**src/rtl/timer_peripheral_if.sv**
```systemverilog
// CPU data-side bus into the timer peripheral.
// Load data comes back in the same cycle as the request.
interface timer_peripheral_if;
  logic [31:0] addr;
  logic [31:0] wdata;
  logic        mem_read;
  logic        mem_write;
  logic        sel;
  logic [31:0] rdata;

  modport master (
    output addr, wdata, mem_read, mem_write,
    input  sel, rdata
  );

  modport slave (
    input  addr, wdata, mem_read, mem_write,
    output sel, rdata
  );
endinterface

```
**src/rtl/timer_peripheral.sv**
```systemverilog
// Memory-mapped timer, LED, 7-seg and SysTick block.
// Registers are decoded at 0x4000_0000..0x4000_0014.
module timer_peripheral #(
  parameter int PRESCALE = 1,
  parameter int LED_W    = 8,
  parameter int DIGI_W   = 12
) (
  input  logic              clk,
  input  logic              reset,
  timer_peripheral_if.slave bus,
  output logic [LED_W-1:0]  led,
  output logic [DIGI_W-1:0] digi,
  output logic              irq
);

  localparam int PW = (PRESCALE > 1) ? $clog2(PRESCALE) : 1;
  localparam logic [PW-1:0] PMAX = PW'(PRESCALE - 1);

  logic [31:0]       th_q, th_d;
  logic [31:0]       tl_q, tl_d;
  logic [2:0]        tcon_q, tcon_d;
  logic [LED_W-1:0]  led_q, led_d;
  logic [DIGI_W-1:0] digi_q, digi_d;
  logic [31:0]       tick_q, tick_d;
  logic [PW-1:0]     pcnt_q, pcnt_d;

  logic       hit;
  logic [2:0] idx;
  logic       wr_th, wr_tl, wr_tcon, wr_led, wr_digi;
  logic       tick, ovf;

  // Address decode and per-register write strobes
  always_comb begin
    hit = (bus.addr[31:8] == 24'h400000)
       && (bus.addr[1:0] == 2'b00)
       && (bus.addr[7:0] <= 8'h14);
    idx     = bus.addr[4:2];
    wr_th   = hit && bus.mem_write && (idx == 3'd0);
    wr_tl   = hit && bus.mem_write && (idx == 3'd1);
    wr_tcon = hit && bus.mem_write && (idx == 3'd2);
    wr_led  = hit && bus.mem_write && (idx == 3'd3);
    wr_digi = hit && bus.mem_write && (idx == 3'd4);
  end

  // Same-cycle read mux, zero when not a mapped load
  always_comb begin
    bus.rdata = 32'h0;
    if (hit && bus.mem_read) begin
      unique case (idx)
        3'd0:    bus.rdata = th_q;
        3'd1:    bus.rdata = tl_q;
        3'd2:    bus.rdata = {29'h0, tcon_q};
        3'd3:    bus.rdata = 32'(led_q);
        3'd4:    bus.rdata = 32'(digi_q);
        3'd5:    bus.rdata = tick_q;
        default: bus.rdata = 32'h0;
      endcase
    end
  end

  // Next-state: prescaler, timer with reload, control and output registers
  always_comb begin
    tick = tcon_q[0] && (pcnt_q == PMAX);
    ovf  = tick && (tl_q == 32'hFFFF_FFFF);

    pcnt_d = pcnt_q;
    if (wr_tcon)        pcnt_d = '0;
    else if (tcon_q[0]) pcnt_d = (pcnt_q == PMAX) ? '0 : pcnt_q + PW'(1);

    th_d = wr_th ? bus.wdata : th_q;

    tl_d = tl_q;
    if (wr_tl)    tl_d = bus.wdata;
    else if (ovf) tl_d = th_q;
    else if (tick) tl_d = tl_q + 32'd1;

    // Status bit only clears by software; an overflow set always wins
    tcon_d = tcon_q;
    if (wr_tcon) begin
      tcon_d[1:0] = bus.wdata[1:0];
      tcon_d[2]   = tcon_q[2] & bus.wdata[2];
    end
    if (ovf && tcon_q[1]) tcon_d[2] = 1'b1;

    led_d  = wr_led  ? bus.wdata[LED_W-1:0]  : led_q;
    digi_d = wr_digi ? bus.wdata[DIGI_W-1:0] : digi_q;
    tick_d = tick_q + 32'd1;
  end

  // State registers
  always_ff @(posedge clk or posedge reset) begin
    if (reset) begin
      th_q   <= '0;
      tl_q   <= '0;
      tcon_q <= '0;
      led_q  <= '0;
      digi_q <= '0;
      tick_q <= '0;
      pcnt_q <= '0;
    end else begin
      th_q   <= th_d;
      tl_q   <= tl_d;
      tcon_q <= tcon_d;
      led_q  <= led_d;
      digi_q <= digi_d;
      tick_q <= tick_d;
      pcnt_q <= pcnt_d;
    end
  end

  assign bus.sel = hit;
  assign led     = led_q;
  assign digi    = digi_q;
  assign irq     = tcon_q[1] & tcon_q[2];

endmodule

```
**src/flat_wrapper.sv**
```systemverilog
// flat-port wrapper written by rule: the top's interface ports become plain ports
module timer_peripheral_flat 
#(
  parameter int PRESCALE = 1,
  parameter int LED_W    = 8,
  parameter int DIGI_W   = 12
)
  (clk, reset, led, digi, irq, bus_addr, bus_wdata, bus_mem_read, bus_mem_write, bus_sel, bus_rdata);
  timer_peripheral_if bus_i ();
  input  logic clk;
  input  logic reset;
  output logic [LED_W-1:0] led;
  output logic [DIGI_W-1:0] digi;
  output logic irq;
  input wire logic [$bits(bus_i.addr)-1:0] bus_addr;
  input wire logic [$bits(bus_i.wdata)-1:0] bus_wdata;
  input wire logic [$bits(bus_i.mem_read)-1:0] bus_mem_read;
  input wire logic [$bits(bus_i.mem_write)-1:0] bus_mem_write;
  output wire logic [$bits(bus_i.sel)-1:0] bus_sel;
  output wire logic [$bits(bus_i.rdata)-1:0] bus_rdata;
  assign bus_i.addr = bus_addr;
  assign bus_i.wdata = bus_wdata;
  assign bus_i.mem_read = bus_mem_read;
  assign bus_i.mem_write = bus_mem_write;
  assign bus_sel = bus_i.sel;
  assign bus_rdata = bus_i.rdata;
  timer_peripheral #(.PRESCALE(PRESCALE), .LED_W(LED_W), .DIGI_W(DIGI_W)) u_core (.clk(clk), .reset(reset), .bus(bus_i), .led(led), .digi(digi), .irq(irq));
endmodule
```
**config.mk**
```make
export PLATFORM = sky130hd
export DESIGN_NAME = timer_peripheral_flat
export DESIGN_NICKNAME = d
export VERILOG_FILES = /design/src/rtl/timer_peripheral_if.sv /design/src/rtl/timer_peripheral.sv /design/src/flat_wrapper.sv
export SDC_FILE = /design/constraint.sdc
export NUM_CORES = 1
export LEC_CHECK = 0
export ABC_AREA = 1
export CAP_MARGIN = 20
export CORE_UTILIZATION = 35
export CTS_CLUSTER_SIZE = 30
export DETAILED_ROUTE_END_ITERATION = 6
export PLACE_DENSITY = 0.58
export SKIP_LAST_GASP = 1
export SYNTH_ARGS = -nofsm -noshare
export SYNTH_HDL_FRONTEND = slang
export SYNTH_SLANG_ARGS = --single-unit
export TNS_END_PERCENT = 50
```
**constraint.sdc**
```tcl
create_clock -name clk -period 7.7 [get_ports clk]
set_clock_uncertainty 0.2 [all_clocks]
set_input_delay 1.155 -clock clk [delete_from_list [all_inputs] [get_ports clk]]
set_output_delay 1.155 -clock clk [all_outputs]
set_load 0.02 [all_outputs]
```
==> results.py, run 1 <==
metrics = {
    "final_layout": {
        "drive_above_1_share_pct": 5.63,
        "layout_common_cells": "nand2_1 (433), clkdlybuf4s50_1 (121), dfrtp_1 (119)",
        "nNetsFinal": 1320,
        "diodes": 0,
        "layout_commonest_cell": "nand2_1",
        "fin_cells": 1537,
        "area_growth_syn_to_layout_pct": 26.1,
    },
    "synth": {
        "yosysSeqAreaShare_pct": 38.6,
        "yosys_warnings": 0,
        "synthDistinctLibCells": 40,
        "syn_area_mm2": 0.00771,
        "synth_nets": 1215,
        "syn_inst": 1145,
        "avgSynthCellArea_um2": 6.73,
        "ys_ff_latch": 119,
    },
    "die": {
        "die_area_mm2": 0.0226,
        "core_mm2": 0.0213,
        "die_w_um": 150,
        "ioPinCount": 122,
        "num_rows": 53,
        "die_y_um": 150,
        "start_util_pct": 36.2,
    },
    "run_status": {
        "outcome": "finished, final reports clean",
    },
    "clocking": {
        "cts_buffer_depth": 2,
        "root_buffer": "clkbuf_16",
        "cts_tree": "yes",
        "cts-htree-levels": 4,
        "post_cts_buffers": 0,
        "clk_pin_slew_worst_paths_ps": 60,
        "cts.sinks": 119,
        "holdBufCountCts": 0,
        "cts_buffers": 17,
        "ctsResizeCount": 0,
        "worstSkewPairLatency_ps": 430,
    },
    "drt": {
        "viasPerCell": 5.17,
        "ant_nets": 0,
        "vias": 7948,
        "wl_per_cell_um": 17.4,
        "drc_errors": 0,
        "drt_iter0_drc": 704,
        "wirelength_mm": 26.8,
        "firstDrtPassIters": 6,
    },
    "worst_hold_path": {
        "hold_path.class": "register to register",
        "hp-start": "u_core.tick_q[31]",
        "hold_depth": 1,
        "min_to": "u_core.tick_q[31]",
    },
    "timing": {
        "period_minus_slack_ps": 5330,
        "tightest_slew_ps": 884,
        "fin_setup_tns_ps": 0,
        "finalHoldViolations": 0,
        "rsz0062_at_grt": "no",
        "slew_viol_final": 0,
        "fin_crit_sh_pct": 69.3,
        "setup_viol": 0,
        "relSlewSlack_pct": 41.1,
        "max_freq_ghz": 0.188,
    },
    "global_route": {
        "grt.busiest_layer": "met2",
        "grt_util_met3_pct": 3.55,
        "grtUsageTotal_pct": 24.7,
        "grt_pass1_vias": 7483,
        "gr-usage-met1_pct": 35.1,
        "grt_start_max_net_pins": 67,
        "grt_pass1_wl_mm": 41.6,
        "antenna_found_initial": 0,
        "overflow": 0,
        "met2_usage_pct": 37.7,
    },
    "placed_design": {
        "portBuffers": 121,
        "dp_hpwl_mm": 19.6,
        "dp.cells": 1506,
        "routabilityCongestion": 0.937,
    },
    "critical_path": {
        "critPathRequiredTime_ps": 6340,
        "arrival_ps": 3980,
        "reg2reg_to": "u_core.tl_q[9]",
        "reg2reg_depth": 10,
        "critPathLaunchType": "primary input",
        "rr_startpoint": "u_core.tcon_q[0]",
        "path_class": "primary input to output port",
        "r2r_slack_ps": 4970,
        "critPathMaxFanout": 30,
        "worstSetupEndpointType": "output port",
    },
    "flow_run": {
        "drv_cap": 0,
    },
    "pwr": {
        "p_leak_uw": 0.00427,
        "p_per_area_mw_per_mm2": 157,
        "ir_worst_vdd_uv": 159,
    },
}
## registers in the layout, summed over array words and instances, names as in the netlist
name and cells:
u_core.tl_q 32, u_core.led 8, u_core.tcon_q 3, u_core.th_q 32, u_core.tick_q 32, u_core.digi 12
## area by class of cell
| type | count | area [um^2] |
|---|---|---|
| clock buffer | 17 | 425 |
| clock inverter | 14 | 178 |
| fill | 2164 | 11600 |
| inverter | 111 | 420 |
| multi-input combinational | 874 | 4120 |
| sequential | 119 | 2980 |
| tap | 275 | 344 |
| timing repair buffer | 127 | 1260 |
## critical path, stage by stage
cell	delay, ps
clkdlybuf4s50_1	560
inv_1	110
nand2_1	160
clkinv_1	700
buf_4	530
nand2_1	110
a31oi_1	90
clkdlybuf4s50_1	540
## layer usage
layer / part of all wire (%) / routed length [um] / up-vias
met5: 0 / 0 / -
met4: 2.5 / 665 / 0
met3: 4.9 / 1320 / 43
met2: 45 / 12100 / 242
met1: 47 / 12700 / 3767
li1: - / - / 3896
## Yosys cell counts
library cell,instances,area share [%]
nand2_1,433,21
dfrtp_1,119,39
nor2_1,110,5.4
nand3_1,109,7.1
inv_1,105,5.1
nand4_1,33,2.7
o21ai_0,28,1.8
xor2_1,27,3.1
a31oi_1,23,1.9
o21ai_1,21,1.4
clkbuf_1,20,0.97
nor3_1,16,1.0
nand3b_1,12,1.2
xnor2_1,12,1.4
buf_2,10,0.65
a41oi_1,7,0.80
a21oi_1,6,0.39
nand2_2,6,0.49
nor2_4,6,0.88
buf_1,5,0.24
nor2_2,5,0.41
inv_2,4,0.19
buf_4,3,0.29
nand3_2,3,0.39
buf_6,2,0.29
ha_1,2,0.32
nand2_4,2,0.29
nor4_1,2,0.16
o21bai_1,2,0.19
or2_2,2,0.16
a221oi_1,1,0.11
a22oi_1,1,0.097
clkbuf_2,1,0.065
clkinv_1,1,0.049
clkinv_2,1,0.065
nand3_4,1,0.23
nand4_2,1,0.16
nor2_8,1,0.26
nor3_2,1,0.13
o22ai_1,1,0.081
## worst max-delay path by stage
stage	start	slack, ps	depth (start not counted)	endpoint
after detailed placement	bus_addr[4]	2420	8	bus_rdata[23]
after floorplan	reset	3190	1	u_core.digi[0]
after global routing	bus_addr[4]	2240	8	bus_rdata[15]
after CTS	bus_addr[4]	2420	8	bus_rdata[23]
after global placement	bus_addr[4]	2470	8	bus_rdata[23]
final	bus_addr[4]	2370	8	bus_rdata[23]
## report_power, final
group          internal [uW]  switching [uW]
clock network            509             314
registers                626         0.00491
logic                   35.7            42.0
total                   1170             356
## stage by stage
stage                     instance area (um^2)  hold WS, ps  util (%)  total power, uW  worst slack [ps]
final                                     9720          283      45.7             1530              2370
after global routing                      9720          303      45.7             1580              2240
after CTS                                 9720          278      45.7             1540              2420
after detailed placement                  9120          266      42.8              715              2420
after global placement                    9120          263      42.8              715              2470
after floorplan                           7710          238         -              663              3190
## cell families after synthesis
group | synth area share (%)
AO/OA/AOI/OAI | 6.72
AND/OR/NAND/NOR | 42.0
buffers and inverters | 7.94
flip-flops | 38.6
adder cells (fa/ha/maj) | 0.325
XOR/XNOR | 4.43
Power figures use the tool's default switching activity.
==> inputs of run 2 (changes only) <==
Clock period 7.7 ns to 5.4 ns, I/O delays scaled along.
==> run 2 against run 1 <==
  * Critical path depth increased by 2
  * Final cell count rose by 0.13%
  * Setup slack lost 1400 ps
  * Flip-flop and latch count is the same
  * Sequential share of layout area about the same
  * Die area is the same
  * Core utilization is essentially flat
  * Critical path type unchanged
  * Total power rose by 40%
==> results.py, run 2 (synthesis gave the netlist of run 1 again) <==
metrics = {
    "run_status": {
        "outcome": "finished, final reports clean",
    },
    "drt": {
        "wl_per_cell_um": 17.0,
        "route.met2.wl_mm": 12.1,
        "wirelength_mm": 26.1,
        "drc_errors": 0,
        "firstDrtPassIters": 5,
        "top_layer": "met4",
        "ant_nets": 0,
        "viasPerCell": 5.15,
        "routed-wl-met3_mm": 1.59,
        "wl_met1_mm": 12.0,
        "drt_iter0_drc": 563,
        "vias": 7926,
    },
    "timing": {
        "slew_viol_final": 0,
        "max_freq_ghz": 0.224,
        "setup_viol": 0,
        "rsz0062_at_grt": "no",
        "period_minus_slack_ps": 4470,
        "tightest_slew_ps": 740,
        "fin_crit_sh_pct": 82.8,
        "relSlewSlack_pct": 50.5,
        "fin_setup_tns_ps": 0,
        "finalHoldViolations": 0,
        "fin_ws_ps": 928,
    },
    "final_layout": {
        "regArea_mm2": 0.00298,
        "nFillCells": 2182,
        "nNetsFinal": 1322,
        "fin_cells": 1539,
        "area_growth_syn_to_layout_pct": 26.2,
        "design_area_mm2": 0.00973,
        "multi_input_area_mm2": 0.00412,
        "layout_commonest_cell": "nand2_1",
        "drive_above_1_share_pct": 5.70,
        "diodes": 0,
        "top_regs": "u_core.th_q: 32 flops, u_core.tick_q: 32 flops, u_core.tl_q: 32 flops",
        "layout_common_cells": "nand2_1 (433), clkdlybuf4s50_1 (121), dfrtp_1 (119)",
    },
    "die": {
        "die_area_mm2": 0.0226,
        "die_w_um": 150,
        "start_util_pct": 36.2,
        "num_rows": 53,
        "die_y_um": 150,
        "core_mm2": 0.0213,
        "ioPinCount": 122,
    },
    "pwr": {
        "p_leak_uw": 0.00429,
        "p_per_area_mw_per_mm2": 220,
        "ir_worst_vdd_uv": 209,
    },
    "clocking": {
        "cts_tree": "yes",
        "cts_buffers": 17,
        "post_cts_buffers": 0,
        "worstSkewPairLatency_ps": 420,
        "clk_pin_slew_worst_paths_ps": 50,
        "cts.sinks": 119,
        "cts-htree-levels": 4,
        "ctsResizeCount": 0,
        "root_buffer": "clkbuf_16",
        "cts_buffer_depth": 2,
        "holdBufCountCts": 0,
    },
    "global_route": {
        "overflow": 0,
        "grt_start_max_net_pins": 46,
        "grt_pass1_vias": 7645,
        "grtUsageTotal_pct": 24.4,
        "grt_pass1_wl_mm": 41.7,
        "antenna_found_initial": 0,
    },
    "critical_path": {
        "worstSetupEndpointType": "output port",
        "reg2reg_to": "u_core.tl_q[21]",
        "r2r_slack_ps": 2790,
        "critPathMaxFanout": 17,
        "reg2reg_depth": 10,
        "critPathRequiredTime_ps": 4390,
        "rr_startpoint": "u_core.tcon_q[0]",
        "arrival_ps": 3460,
        "critPathLaunchType": "primary input",
        "path_class": "primary input to output port",
    },
    "worst_hold_path": {
        "hold_path.class": "register to register",
        "hp-start": "u_core.tick_q[0]",
        "min_to": "u_core.tick_q[0]",
        "hold_depth": 1,
    },
    "placed_design": {
        "dp_hpwl_mm": 19.6,
        "place_area_mm2": 0.00915,
        "dp.cells": 1508,
        "portBuffers": 121,
        "routabilityCongestion": 0.967,
        "place_ws_ps": 974,
    },
    "flow_run": {
        "drv_cap": 0,
    },
}
==> run 2: area by class of cell <==
class	count	area share, %
multi-input combinational	874	42.3
tap	275	3.54
inverter	111	4.32
sequential	119	30.6
timing repair buffer	129	13.2
clock buffer	22	4.98
clock inverter	9	1.02
==> run 2: per-layer routing <==
| metal | global-route usage (%) | vias to the layer above |
|---|---|---|
| met5 | 0 | - |
| met4 | 6.77 | 0 |
| met3 | 5.48 | 34 |
| met2 | 38.8 | 253 |
| met1 | 33.2 | 3742 |
| li1 | - | 3897 |
==> run 2: how the worst max path moves through the flow <==
stage	endpoint	cells after the start	startpoint	slack, ps
CTS	bus_rdata[22]	10	bus_addr[3]	970
finish	bus_rdata[29]	10	bus_addr[3]	930
detailed placement	bus_rdata[22]	10	bus_addr[3]	970
floorplan	u_core.digi[0]	1	reset	1230
global placement	bus_rdata[13]	10	bus_addr[4]	990
global route	bus_rdata[21]	10	bus_addr[3]	760
==> run 2: where the power goes <==
part	leakage, uW	internal, uW	switching [uW]
clock network	0.000295	721	417
registers	0.00162	892	0.00716
logic	0.00238	52.1	61.2
total	0.00429	1670	478
==> run 2: critical path, stage by stage <==
cell	delay, ps
clkdlybuf4s50_1	490
nand2_1	120
nand2_1	60
nor2_1	100
nand2_1	90
nor2_4	150
nand2_1	440
buf_4	400
a31oi_1	160
clkdlybuf4s50_1	620
==> run 2: metrics by stage <==
step / util, % / hold WS (ps) / power (uW)
floorplan: - / 238 / 946
CTS: 45.7 / 283 / 2160
detailed placement: 43.0 / 268 / 1020
finish: 45.7 / 284 / 2140
global route: 45.7 / 304 / 2210
global placement: 43.0 / 267 / 1020
==> inputs of run 3 (changes only) <==
Clock period 5.4 ns to 4.6 ns, I/O delays scaled along.
==> run 3 against run 2 <==
  * Clock power is 28% higher
  * Count of clock-buffer cells in the layout is 2 lower
  * Sequential share of layout area down 0.32 points
  * Final cell count is 0.45% higher
  * Via count rose by 1.6%
  * Setup slack worse by 310 ps
  * First-iteration DRC count increased by 2.8%
  * Sequential power grew 18%
  * Largest power group unchanged
  * Highest routed layer unchanged
==> results.py, run 3 (synthesis gave the netlist of run 1 again) <==
metrics = {
    "clocking": {
        "cts-htree-levels": 4,
        "cts_buffer_depth": 2,
        "cts_buffers": 17,
        "cts.sinks": 119,
        "holdBufCountCts": 0,
        "root_buffer": "clkbuf_16",
        "post_cts_buffers": 0,
        "cts_tree": "yes",
        "worstSkewPairLatency_ps": 430,
        "ctsResizeCount": 0,
        "clk_pin_slew_worst_paths_ps": 60,
    },
    "placed_design": {
        "routabilityCongestion": 0.889,
        "dp_hpwl_mm": 19.9,
        "portBuffers": 121,
    },
    "timing": {
        "max_freq_ghz": 0.251,
        "period_minus_slack_ps": 3980,
        "relSlewSlack_pct": 50.7,
        "fin_crit_sh_pct": 86.6,
        "setup_viol": 0,
        "rsz0062_at_grt": "no",
        "finalHoldViolations": 0,
        "tightest_slew_ps": 732,
        "fin_setup_tns_ps": 0,
        "slew_viol_final": 0,
    },
    "critical_path": {
        "critPathLaunchType": "primary input",
        "critPathMaxFanout": 28,
        "r2r_slack_ps": 2040,
        "critPathMostFrequentCell": "clkdlybuf4s50_1",
        "slowest_stage": "clkdlybuf4s50_1",
        "slowest_delay_ps": 630,
        "arrival_ps": 3090,
        "reg2reg_depth": 11,
        "rr_startpoint": "u_core.tcon_q[0]",
        "reg2reg_to": "u_core.tl_q[31]",
        "critPathRequiredTime_ps": 3710,
        "cp_cell_sequence": "clkdlybuf4s50_1 -> inv_1 -> nand3_1 -> inv_2 -> nand2_1 -> a31oi_1 -> clkdlybuf4s50_1",
        "path_class": "primary input to output port",
        "worstSetupEndpointType": "output port",
    },
    "final_layout": {
        "layout_common_cells": "nand2_1 (433), clkdlybuf4s50_1 (121), dfrtp_1 (119)",
        "layout_commonest_cell": "nand2_1",
        "top_regs": "u_core.th_q: 32 flops, u_core.tick_q: 32 flops, u_core.tl_q: 32 flops",
        "multi_input_area_mm2": 0.00412,
        "regArea_mm2": 0.00298,
        "diodes": 0,
        "area_growth_syn_to_layout_pct": 27.5,
        "utilization_pct": 46.2,
        "drive_above_1_share_pct": 6.29,
        "nFillCells": 2199,
        "nNetsFinal": 1328,
    },
    "die": {
        "num_rows": 53,
        "die_w_um": 150,
        "die_area_mm2": 0.0226,
        "start_util_pct": 36.2,
        "die_y_um": 150,
        "ioPinCount": 122,
        "core_mm2": 0.0213,
    },
    "flow_run": {
        "drv_cap": 0,
    },
    "drt": {
        "drt_iter0_drc": 579,
        "vias": 8051,
        "drc_errors": 0,
        "wl_per_cell_um": 17.4,
        "viasPerCell": 5.21,
        "ant_nets": 0,
        "firstDrtPassIters": 5,
        "wirelength_mm": 26.9,
    },
    "worst_hold_path": {
        "min_to": "u_core.tick_q[0]",
        "hold_path.class": "register to register",
        "hold_depth": 1,
        "hp-start": "u_core.tick_q[0]",
    },
    "global_route": {
        "grtUsageTotal_pct": 25.1,
        "grt_start_max_net_pins": 55,
        "overflow": 0,
        "grt_pass1_wl_mm": 42.6,
        "grt_pass1_vias": 7488,
        "antenna_found_initial": 0,
    },
    "pwr": {
        "power_uw": 2640,
        "p_leak_uw": 0.00434,
        "p_per_area_mw_per_mm2": 268,
        "ir_worst_vdd_uv": 250,
    },
    "run_status": {
        "outcome": "finished, final reports clean",
    },
}
run 3: worst max-delay path by stage:
stage,from,to,slack [ps],cells past startpoint
2_1_floorplan,reset,u_core.digi[0],550,1
3_3_place_gp,bus_addr[3],bus_rdata[8],680,7
3_5_place_dp,bus_addr[3],bus_rdata[8],630,7
4_1_cts,bus_addr[3],bus_rdata[8],620,7
5_1_grt,bus_addr[3],bus_rdata[11],430,7
6_report,bus_addr[3],bus_rdata[20],620,7
run 3: routing by layer:
layer / part of all wire [%] / wire length, um / global-route usage (%)
met1: 46 / 12400 / 35.7
met2: 46 / 12400 / 38.9
met3: 5.9 / 1600 / 3.70
met4: 1.9 / 520 / 7.88
met5: 0 / 0 / 0
run 3: cell type report:
| cell class | instances | share of cell area (%) |
|---|---|---|
| clock buffers | 20 | 4.75 |
| repair buffers | 135 | 13.5 |
| multi-input cells | 874 | 41.9 |
| well taps | 275 | 3.50 |
| inverters | 111 | 4.28 |
| clock inverters | 12 | 1.77 |
| flip-flops and latches | 119 | 30.3 |
run 3: report_power, final:
group | switching [uW] | total [uW] | internal, uW
registers | 0.00853 | 1050 | 1050
clock network | 510 | 1460 | 946
logic | 72.6 | 136 | 63.6
run 3: metrics by stage:
step / worst slack (ps) / hold WS [ps] / instances / cell area, um^2
global route: 433 / 318 / 1546 / 9830
CTS: 618 / 275 / 1546 / 9830
finish: 616 / 276 / 1546 / 9830
detailed placement: 632 / 268 / 1514 / 9190
floorplan: 553 / 238 / 1145 / 7710
global placement: 677 / 261 / 1514 / 9190
run 3: critical path, delay by kind of cell:
| family | cells | cell delay, ps |
|---|---|---|
| buffers and inverters | 4 | 1700 |
| AND/OR/NAND/NOR | 2 | 450 |
| AO/OA/AOI/OAI | 1 | 240 |
==> patch (config.mk and constraints of run 3) <==
`DIGI_W` is set to 12 in 2 places; all go to 14.
--- a/src/rtl/timer_peripheral.sv
+++ b/src/rtl/timer_peripheral.sv
@@ -3,7 +3,7 @@
 module timer_peripheral #(
   parameter int PRESCALE = 1,
   parameter int LED_W    = 8,
-  parameter int DIGI_W   = 12
+  parameter int DIGI_W   = 14
 ) (
   input  logic              clk,
   input  logic              reset,
--- a/src/flat_wrapper.sv
+++ b/src/flat_wrapper.sv
@@ -3,7 +3,7 @@
 #(
   parameter int PRESCALE = 1,
   parameter int LED_W    = 8,
-  parameter int DIGI_W   = 12
+  parameter int DIGI_W   = 14
 )
   (clk, reset, led, digi, irq, bus_addr, bus_wdata, bus_mem_read, bus_mem_write, bus_sel, bus_rdata);
   timer_peripheral_if bus_i ();
Ports: changed (resized digi); port bits go from 122 to 124. No check against the original RTL was run, so the function may have changed too.
==> patch against run 3 <==
Die area up 3.2%. Total power down 1.7%. First-iteration DRC count down 6.2%. Design area up 1.6%. Routed wire length down 1.8%. Hold slack better by 18 ps. Cell count down 0.19%. Synthesized area up 3.2%. Sequential cell count up 2. Worst setup slack worse by 26 ps. Clock power down 5%. Largest power group unchanged.
==> patch: results (changes against run 3) <==
| Metric | Value |
|---|---|
| Cells after synthesis | 1141 (was 1145) |
| Vias per std cell | 5.12 (was 5.21) |
| Syn nets | 1211 (was 1215) |
| Most frequent cells after synthesis | nand2_1, nand3_1, dfrtp_1 (was nand2_1, dfrtp_1, nor2_1) |
| Slew @ Worst Pin | 819 ps (was 732 ps) |
| Outcome | completed (unchanged) |
| Gpl congestion | 0.943 (was 0.889) |
| Number of global-route vias before repair | 7656 (was 7488) |
| Compound-Gate Fraction of Synth Area | 0.0727 (was 0.0672) |
| Synth Area in Adders | 0.00315 (was 0.00325) |
| First-pass GRT wire length | 42300 um (was 42600 um) |
| Post-synthesis sequential area ratio | 0.381 (was 0.386) |
| Arr. time, crit path | 3120 ps (was 3090 ps) |
| Layout Nets | 1320 (was 1328) |
| Share of layout cells above drive strength 1 | 0.0792 (was 0.0629) |
| Max Fanout on Critical Path | 32 (was 28) |
| Routed WL | 26400 um (was 26900 um) |
| Fillers | 2287 (was 2199) |
| Maximum vdd drop | 0.236 mV (was 0.250 mV) |
| GRT Overall Usage | 0.233 (was 0.251) |
| Main area contributors after synthesis | dfrtp_1, nand2_1, nand3_1 (unchanged) |
| Routed WL per cell | 17.1 um (was 17.4 um) |
| Maximum number of pins on one net before global-route repair | 63 (was 55) |
| Initial DRC Count | 543 (was 579) |
| Post-synthesis share of cell area spent on xor and xnor gates | 0.0462 (was 0.0443) |
| # placed instances | 1511 (was 1514) |
| Initial antenna violation count | 1 (was 0) |
| Drt pass-1 iters | 7 (was 5) |
| IO buf count | 123 (was 121) |
==> patch: cell count changes after synthesis, moves of 7 or more <==
| cell | before | now |
|---|---|---|
| inv_1 | 105 | 97 |
| nand2_1 | 433 | 405 |
| nand2_2 | 6 | 13 |
| nand3_1 | 109 | 134 |
| nor2_1 | 110 | 98 |
| o21ai_0 | 28 | 21 |
| o21ai_1 | 21 | 11 |
| o21ai_2 | 0 | 14 |
| or2_0 | 0 | 7 |
==> patch: logic make-up (layout without fill, tap and decap cells) <==
| kind of cell | after synthesis | count (layout) |
|---|---|---|
| and+or+nand+nor | 739 | 739 |
| buffers and inverters | 148 | 270 |
| DFF | 121 | 121 |
| AOI/OAI and AO/OA | 89 | 89 |
| xor gates and xnor gates | 42 | 42 |
| adders and majority gates | 2 | 2 |
==> patch: stage by stage <==
step	hold slack, ps	util	setup WS, ps	area, um^2
6_report	294	0.453	589	9980
5_1_grt	316	0.453	486	9980
4_1_cts	293	0.453	604	9980
3_5_place_dp	283	0.426	606	9380
3_3_place_gp	276	0.426	663	9380
2_1_floorplan	235	-	496	7960
==> patch: final timing paths <==
path	cells after the start	slack, ps	from	end
worst min-delay path	1	290	u_core.tick_q[0]$_DFF_PP0_	u_core.tick_q[0]$_DFF_PP0_
min in group asynchronous	2	580	reset	u_core.digi[0]$_DFFE_PP0P_
worst max register to register	11	2100	u_core.tl_q[1]$_DFFE_PP0P_	u_core.tl_q[10]$_DFFE_PP0P_
worst max-delay path	10	590	bus_addr[15]	bus_rdata[14]
max in group asynchronous	3	2810	reset	u_core.tick_q[23]$_DFF_PP0_
worst min register to register	1	290	u_core.tick_q[0]$_DFF_PP0_	u_core.tick_q[0]$_DFF_PP0_
==> patch: area by class of cell <==
cell class / instances / area (um^2) / area share
Clock buffer: 18 / 439 / 0.0440
Sequential cell: 121 / 3030 / 0.303
Inverter: 106 / 402 / 0.0402
Tap cell: 280 / 350 / 0.0351
Clock inverter: 14 / 165 / 0.0165
Timing Repair Buffer: 132 / 1310 / 0.131
Multi-Input combinational cell: 872 / 4290 / 0.430
==> patch: critical path, stage by stage <==
cell	delay, ps
clkdlybuf4s50_1	420
nor2_1	120
nand2_1	90
nor2_2	160
nand2_4	90
nor2_8	220
nand2_1	80
buf_4	270
a31oi_1	310
clkdlybuf4s50_1	670
==> patch: power by group <==
group	switching, mW	internal [mW]	leakage, nW
registers	0.00000813	1.06	1.64
clock network	0.565	0.825	0.290
logic	0.0760	0.0627	2.50
total	0.641	1.95	4.43
==> patch: layer usage <==
| layer | vias up | routed length, um | global-route usage |
|---|---|---|---|
| met5 | - | 0 | 0 |
| met4 | 0 | 485 | 0.0803 |
| met3 | 33 | 1520 | 0.0441 |
| met2 | 208 | 12500 | 0.381 |
| met1 | 3730 | 11900 | 0.308 |
| li1 | 3930 | - | - |
